--- src/rtl/prog_loader_pkg.sv ---
// Shared types and constants for the serial program loader.
package prog_loader_pkg;

    typedef enum logic [2:0] {
        S_IDLE,
        S_CNT_HI,
        S_CNT_LO,
        S_B0,
        S_B1,
        S_B2,
        S_CHK,
        S_FAIL
    } state_t;

    localparam logic [7:0] DEFAULT_SYNC_BYTE = 8'h55;
    localparam int         DEFAULT_MAX_WORDS = 1024;
    localparam int         WORD_W            = 18;
    localparam int         ADDR_W            = 10;

    // States in which the inter-byte timer is allowed to run.
    function automatic logic in_frame(input state_t s);
        return (s == S_CNT_HI) || (s == S_CNT_LO) || (s == S_B0) ||
               (s == S_B1) || (s == S_B2) || (s == S_CHK);
    endfunction

endpackage

--- src/rtl/prog_loader_timeout.sv ---
// Inter-byte watchdog: counts enabled cycles since the last restart.
module prog_loader_timeout #(
    parameter int TIMEOUT_CYCLES = 1000000
) (
    input  logic clk,
    input  logic reset,
    input  logic restart,
    input  logic enable,
    output logic expired
);

    localparam int CW = $clog2(TIMEOUT_CYCLES + 1);

    logic [CW-1:0] cnt_q, cnt_d;

    // Fires on the cycle whose edge brings the count to TIMEOUT_CYCLES.
    assign expired = enable && !restart && (cnt_q == CW'(TIMEOUT_CYCLES - 1));

    always_comb begin
        cnt_d = cnt_q;
        if (restart)
            cnt_d = '0;
        else if (enable && !expired)
            cnt_d = cnt_q + 1'b1;
    end

    always_ff @(posedge clk or posedge reset) begin
        if (reset)
            cnt_q <= '0;
        else
            cnt_q <= cnt_d;
    end

endmodule

--- src/rtl/prog_loader.sv ---
// UART-fed PicoBlaze program loader: parses a framed, checksummed image
// and writes 18-bit instructions into program memory.
module prog_loader
    import prog_loader_pkg::*;
#(
    parameter logic [7:0] SYNC_BYTE      = DEFAULT_SYNC_BYTE,
    parameter int         TIMEOUT_CYCLES = 1000000,
    parameter int         MAX_WORDS      = DEFAULT_MAX_WORDS
) (
    input  logic              clk,
    input  logic              reset,
    input  logic [7:0]        rx_data,
    input  logic              rx_valid,
    output logic [ADDR_W-1:0] mem_addr,
    output logic [WORD_W-1:0] mem_data,
    output logic [3:0]        mem_we,
    output logic              cpu_reset,
    output logic              done,
    output logic              error
);

    localparam logic [15:0] MAX_N = 16'(MAX_WORDS);

    state_t            state_q, state_d;
    logic [7:0]        cnt_hi_q, cnt_hi_d;
    logic [ADDR_W:0]   words_q, words_d;
    logic [ADDR_W-1:0] addr_q, addr_d;
    logic [1:0]        b0_q, b0_d;
    logic [7:0]        b1_q, b1_d;
    logic [7:0]        sum_q, sum_d;

    logic [ADDR_W-1:0] mem_addr_q, mem_addr_d;
    logic [WORD_W-1:0] mem_data_q, mem_data_d;
    logic [3:0]        mem_we_q, mem_we_d;
    logic              cpu_reset_q, cpu_reset_d;
    logic              done_q, done_d;
    logic              error_q, error_d;

    logic [15:0]       count;
    logic              last_word;
    logic              expired;

    prog_loader_timeout #(
        .TIMEOUT_CYCLES(TIMEOUT_CYCLES)
    ) u_timeout (
        .clk    (clk),
        .reset  (reset),
        .restart(rx_valid),
        .enable (in_frame(state_q)),
        .expired(expired)
    );

    // Full 16-bit count is range-checked so oversized frames are rejected
    // rather than silently truncated to the 10-bit address space.
    assign count     = {cnt_hi_q, rx_data};
    assign last_word = ({1'b0, addr_q} == (words_q - 1'b1));

    always_comb begin
        state_d     = state_q;
        cnt_hi_d    = cnt_hi_q;
        words_d     = words_q;
        addr_d      = addr_q;
        b0_d        = b0_q;
        b1_d        = b1_q;
        sum_d       = sum_q;
        mem_addr_d  = mem_addr_q;
        mem_data_d  = mem_data_q;
        mem_we_d    = '0;
        cpu_reset_d = cpu_reset_q;
        done_d      = 1'b0;
        error_d     = error_q;

        if (rx_valid) begin
            unique case (state_q)
                S_IDLE, S_FAIL: begin
                    if (rx_data == SYNC_BYTE) begin
                        state_d     = S_CNT_HI;
                        error_d     = 1'b0;
                        sum_d       = '0;
                        cpu_reset_d = 1'b1;
                    end
                end
                S_CNT_HI: begin
                    cnt_hi_d = rx_data;
                    sum_d    = sum_q + rx_data;
                    state_d  = S_CNT_LO;
                end
                S_CNT_LO: begin
                    sum_d = sum_q + rx_data;
                    if (count == 16'd0 || count > MAX_N) begin
                        state_d = S_FAIL;
                        error_d = 1'b1;
                    end else begin
                        words_d = count[ADDR_W:0];
                        addr_d  = '0;
                        state_d = S_B0;
                    end
                end
                S_B0: begin
                    b0_d    = rx_data[1:0];
                    sum_d   = sum_q + rx_data;
                    state_d = S_B1;
                end
                S_B1: begin
                    b1_d    = rx_data;
                    sum_d   = sum_q + rx_data;
                    state_d = S_B2;
                end
                S_B2: begin
                    sum_d      = sum_q + rx_data;
                    mem_we_d   = '1;
                    mem_addr_d = addr_q;
                    mem_data_d = {b0_q, b1_q, rx_data};
                    if (last_word) begin
                        state_d = S_CHK;
                    end else begin
                        addr_d  = addr_q + 1'b1;
                        state_d = S_B0;
                    end
                end
                S_CHK: begin
                    if (rx_data == sum_q) begin
                        done_d      = 1'b1;
                        cpu_reset_d = 1'b0;
                        state_d     = S_IDLE;
                    end else begin
                        error_d = 1'b1;
                        state_d = S_FAIL;
                    end
                end
                default: state_d = S_IDLE;
            endcase
        end

        if (expired) begin
            state_d = S_FAIL;
            error_d = 1'b1;
        end
    end

    always_ff @(posedge clk or posedge reset) begin
        if (reset) begin
            state_q     <= S_IDLE;
            cnt_hi_q    <= '0;
            words_q     <= '0;
            addr_q      <= '0;
            b0_q        <= '0;
            b1_q        <= '0;
            sum_q       <= '0;
            mem_addr_q  <= '0;
            mem_data_q  <= '0;
            mem_we_q    <= '0;
            cpu_reset_q <= 1'b0;
            done_q      <= 1'b0;
            error_q     <= 1'b0;
        end else begin
            state_q     <= state_d;
            cnt_hi_q    <= cnt_hi_d;
            words_q     <= words_d;
            addr_q      <= addr_d;
            b0_q        <= b0_d;
            b1_q        <= b1_d;
            sum_q       <= sum_d;
            mem_addr_q  <= mem_addr_d;
            mem_data_q  <= mem_data_d;
            mem_we_q    <= mem_we_d;
            cpu_reset_q <= cpu_reset_d;
            done_q      <= done_d;
            error_q     <= error_d;
        end
    end

    assign mem_addr  = mem_addr_q;
    assign mem_data  = mem_data_q;
    assign mem_we    = mem_we_q;
    assign cpu_reset = cpu_reset_q;
    assign done      = done_q;
    assign error     = error_q;

endmodule

--- config.mk ---
export PLATFORM = sky130hd
export DESIGN_NAME = prog_loader
export DESIGN_NICKNAME = d
export VERILOG_FILES = /design/src/rtl/prog_loader_pkg.sv /design/src/rtl/prog_loader_timeout.sv /design/src/rtl/prog_loader.sv
export SDC_FILE = /design/constraint.sdc
export NUM_CORES = 1
export LEC_CHECK = 0
export ABC_AREA = 1
export CORE_AREA = 2 2 103 105
export CTS_CLUSTER_DIAMETER = 80
export DETAILED_ROUTE_END_ITERATION = 16
export DIE_AREA = 0 0 105 107
export GPL_TIMING_DRIVEN = 0
export PLACE_DENSITY = 0.79
export RECOVER_POWER = 25
export REMOVE_ABC_BUFFERS = 1
export SYNTH_ARGS = -nofsm -noshare
export SYNTH_HDL_FRONTEND = slang
export SYNTH_HIERARCHICAL = 1
export SYNTH_SLANG_ARGS = --single-unit
--- constraint.sdc ---
create_clock -name clk -period 2.9 [get_ports clk]
set_input_delay 0.58 -clock clk [delete_from_list [all_inputs] [get_ports clk]]
set_output_delay 0.58 -clock clk [all_outputs]
set_load 0.05 [all_outputs]
==> reports/metrics.yaml <==
status:
  status: "completed"
grt:
  grt_use_total_pct: 24.14
  grt_max_degree: 66
  gr-total-overflow: 0
  grt_pass1_vias: 4934
  grt_pass1_wl_um: 22140
  antenna_found_initial: 0
worst_setup_path:
  crit_type: "flip-flop to flip-flop"
  endpoint_kind: "flip-flop"
  crit_chain: "inv_1 > nor2_2 > nand2_2 > nand3_2 > nor2_4 > clkinvlp_4 > nand2_2 > inv_2 > nand2_1 > nor2_2 > nand3_4 > inv_1 > inv_1 > nand3_1 > nor2_1 > nor2_1 > nand4_1 > nand2_1 > nand2_1"
  ff2ff_path_depth: 19
  r2r_slack_ns: 0.20
  cp_slowest_cell: "dfrtp_1"
  slowest_delay_ns: 0.45
  worstPathMaxFanout: 12
  reg2reg_from: "state_q[0]"
  required_ns: 3.16
  path_buf_inv: 5
  reg2reg_to: "error"
  startpoint_type: "flip-flop"
  cp_top_family: "simple AND/OR/NAND/NOR gates"
  path_depth: 19
  arrival_ns: 2.96
layout:
  finalInstanceArea_um2: 6499
  synthToLayoutAreaGrowth_pct: 11.84
  antenna_cells: 0
  layoutNonFillerInstCount: 954
  drive_above_1_share_pct: 7.579
  num-nets-final: 836
floorplanning:
  core_area_um2: 10090
  fp-row-count: 37
  start_util_pct: 57.58
  io_pins: 46
  die_w_um: 105
  dieArea_um2: 11240
  die_h_um: 107
yosys:
  synth_seq_cells: 102
  synth_top_area_cell: "dfrtp_1"
  synthFlopType: "dfrtp_1"
  ys_types: 40
  seq_area_frac_synth_pct: 43.93
  postSynth.asyncResetShare_pct: 100.0
  synth_compound_area_share_pct: 8.010
  synth_cells: 780
  ys_top_cells_by_count: "247 x nand2_1, 102 x dfrtp_1, 79 x nor2_1"
  ys.warnings.count: 6
  synthTopCellsByArea: "dfrtp_1 44%, nand2_1 16%, nand3_1 5.4%"
  synth_edf_count: 0
  synth-xor-area-share_pct: 3.316
  syn_avg_cell_area_um2: 7.449
  yosysMostFrequentCell: "nand2_1"
  muxShareOfSynthArea_pct: 0
  synth-simple-area-share_pct: 34.41
  synthAdderAreaFrac_pct: 2.498
  synth_top_area_share_pct: 43.93
  synth_top_family_by_area: "simple AND/OR/NAND/NOR gates"
  syn_area_um2: 5811
sta:
  grt_setup_unrepaired: "yes"
  fin_crit_sh_pct: 93.15
  timing.setup.tns_ns: 0
  finalMaxSlewViolations: 0
  hold_viol: 0
  clock.fmax_mhz: 370.2
  max_slew_margin_pct: 40.85
  setup_viol: 0
  period_minus_slack_ns: 2.701
  worst_pin_slew_ns: 0.8873
  clock_skew_ns: 0.01234
flow_run:
  maxCapViolations: 0
min_path:
  hp-start: "mem_data[15]"
  hold_depth: 2
  worstHoldPathType: "flip-flop to flip-flop"
  min_to: "mem_data[15]"
power_and_ir_drop:
  p_total_mw: 6.085
  p_leak_nw: 3.137
  p_per_area_nw_per_um2: 936.3
  ir_drop_mv: 0.5435
clock_tree:
  cts_tree: "built"
  cts_buffer_depth: 2
  root_buffer: "clkbuf_8"
  clk_latency_ns: 0.38
  cts_max_level: 3
  cts_sinks: 102
  clkSlewWorstSetupHoldPaths_ns: 0.10
  ctsHoldBuffers: 0
  cts_made_buffers: 9
drt:
  dr.first_iter.drc_count: 277
  drt-wirelength-per-cell_um: 13.26
  vias: 5099
  ant_nets: 0
  first_pass_iters: 5
  drt_drc_violations_left: 0
  wirelength_um: 12650
  viasPerCell: 5.345
place:
  placed_area_um2: 6317
  place_inst: 937
  dp_hpwl_um: 8893
  place_congestion: 0.8882
  io_buffers: 45
==> metrics by stage <==
step | hold WS, ns | util (%) | worst slack, ns
after floorplan | 0.4505 | - | 0.2116
after global placement | 0.4527 | 62.30 | -1.045
after detailed placement | 0.4584 | 62.60 | -1.006
after CTS | 0.4831 | 64.60 | 0.09338
after global routing | 0.5045 | 64.39 | -0.03613
final | 0.4780 | 64.39 | 0.1987
==> cells by family after synthesis <==
logic type | count (synthesis)
buffers and inverters | 108
XOR/XNOR | 22
flip-flops | 102
adder cells (fa/ha/maj) | 11
AND/OR/NAND/NOR | 451
AO/OA/AOI/OAI | 86
==> timing repair <==
| item | in CTS | in global routing |
|---|---|---|
| buffers inserted | 0 | 0 |
| endpoints found under the setup margin | 38 | 12 |
| gates resized for setup | 5 | 3 |
| gates cloned | 2 | 0 |
==> per-layer routing <==
| layer | track usage (%) | vias up | part of all wire [%] |
|---|---|---|---|
| met5 | 0 | - | 0 |
| met1 | 31.64 | 2411 | 46 |
| met2 | 41.28 | 111 | 48 |
| met4 | 9.143 | 0 | 1.9 |
| met3 | 2.857 | 20 | 3.4 |
| li1 | - | 2557 | - |
==> placed cells by master (no fill, tap or decap), drive strengths merged <==
cell	synthesis	final
nor4	1	1
nand4	20	20
a21oi	10	10
a211oi	1	1
dfrtp	102	102
nand3b	3	3
o211ai	2	2
dlygate4sd3	0	1
nor3	9	9
o21ai	68	68
xor2	16	16
xnor2	6	6
o22ai	1	1
nand3	66	66
nand2	257	257
o21bai	1	1
nor3b	1	1
inv	82	82
fa	1	1
clkdlybuf4s50	0	43
nor2	93	93
clkinvlp	0	6
a31oi	2	2
clkinv	1	2
ha	10	10
and2	1	1
clkbuf	9	12
a21o	1	1
==> state kept, by name, summed over array words and instances, names as in the netlist, 2 cells and up <==
signal           count
words_q             11
b1_q                 8
state_q              3
mem_data            18
sum_q                8
b0_q                 2
cnt_hi_q             8
u_timeout/cnt_q     20
mem_addr            10
addr_q              10
==> where the power goes <==
group | total, mW | internal [mW] | switching (mW) | leakage [nW]
clock network | 0.855 | 0.342 | 0.513 | 0.0898
registers | 2.19 | 1.86 | 0.330 | 1.34
logic | 3.04 | 0.989 | 2.05 | 1.71
==> worst max path at each step <==
stage                     startpoint         to  slack [ns]
after floorplan                reset  addr_q[0]        0.21
after global placement         reset       done       -1.05
after detailed placement    rx_valid  addr_q[7]       -1.01
after CTS                   rx_valid  addr_q[7]        0.09
after global routing      state_q[0]      error       -0.04
final                     state_q[0]      error        0.20
==> final cells by class <==
type	count	area [um^2]
fillers	928	3593
repair buffers	46	452.9
clock inverters	5	42.54
flip-flops and latches	102	2552
inverters	83	320.3
multi-input cells	570	2810
repair inverters	2	12.51
well taps	136	170.2
clock buffers	10	137.6
==> worst reg2reg max path, stage by stage, from the launching register on <==
cell and delay [ns]:
dfrtp_1 0.45, inv_1 0.09, nor2_2 0.13, nand2_2 0.20
nand3_2 0.17, nor2_4 0.06, clkinvlp_4 0.16, nand2_2 0.07
inv_2 0.05, nand2_1 0.06, nor2_2 0.15, nand3_4 0.14
inv_1 0.22, inv_1 0.13, nand3_1 0.10, nor2_1 0.05
nor2_1 0.12, nand4_1 0.11, nand2_1 0.07, nand2_1 0.05
No activity file was read; power rests on OpenSTA's default activity.
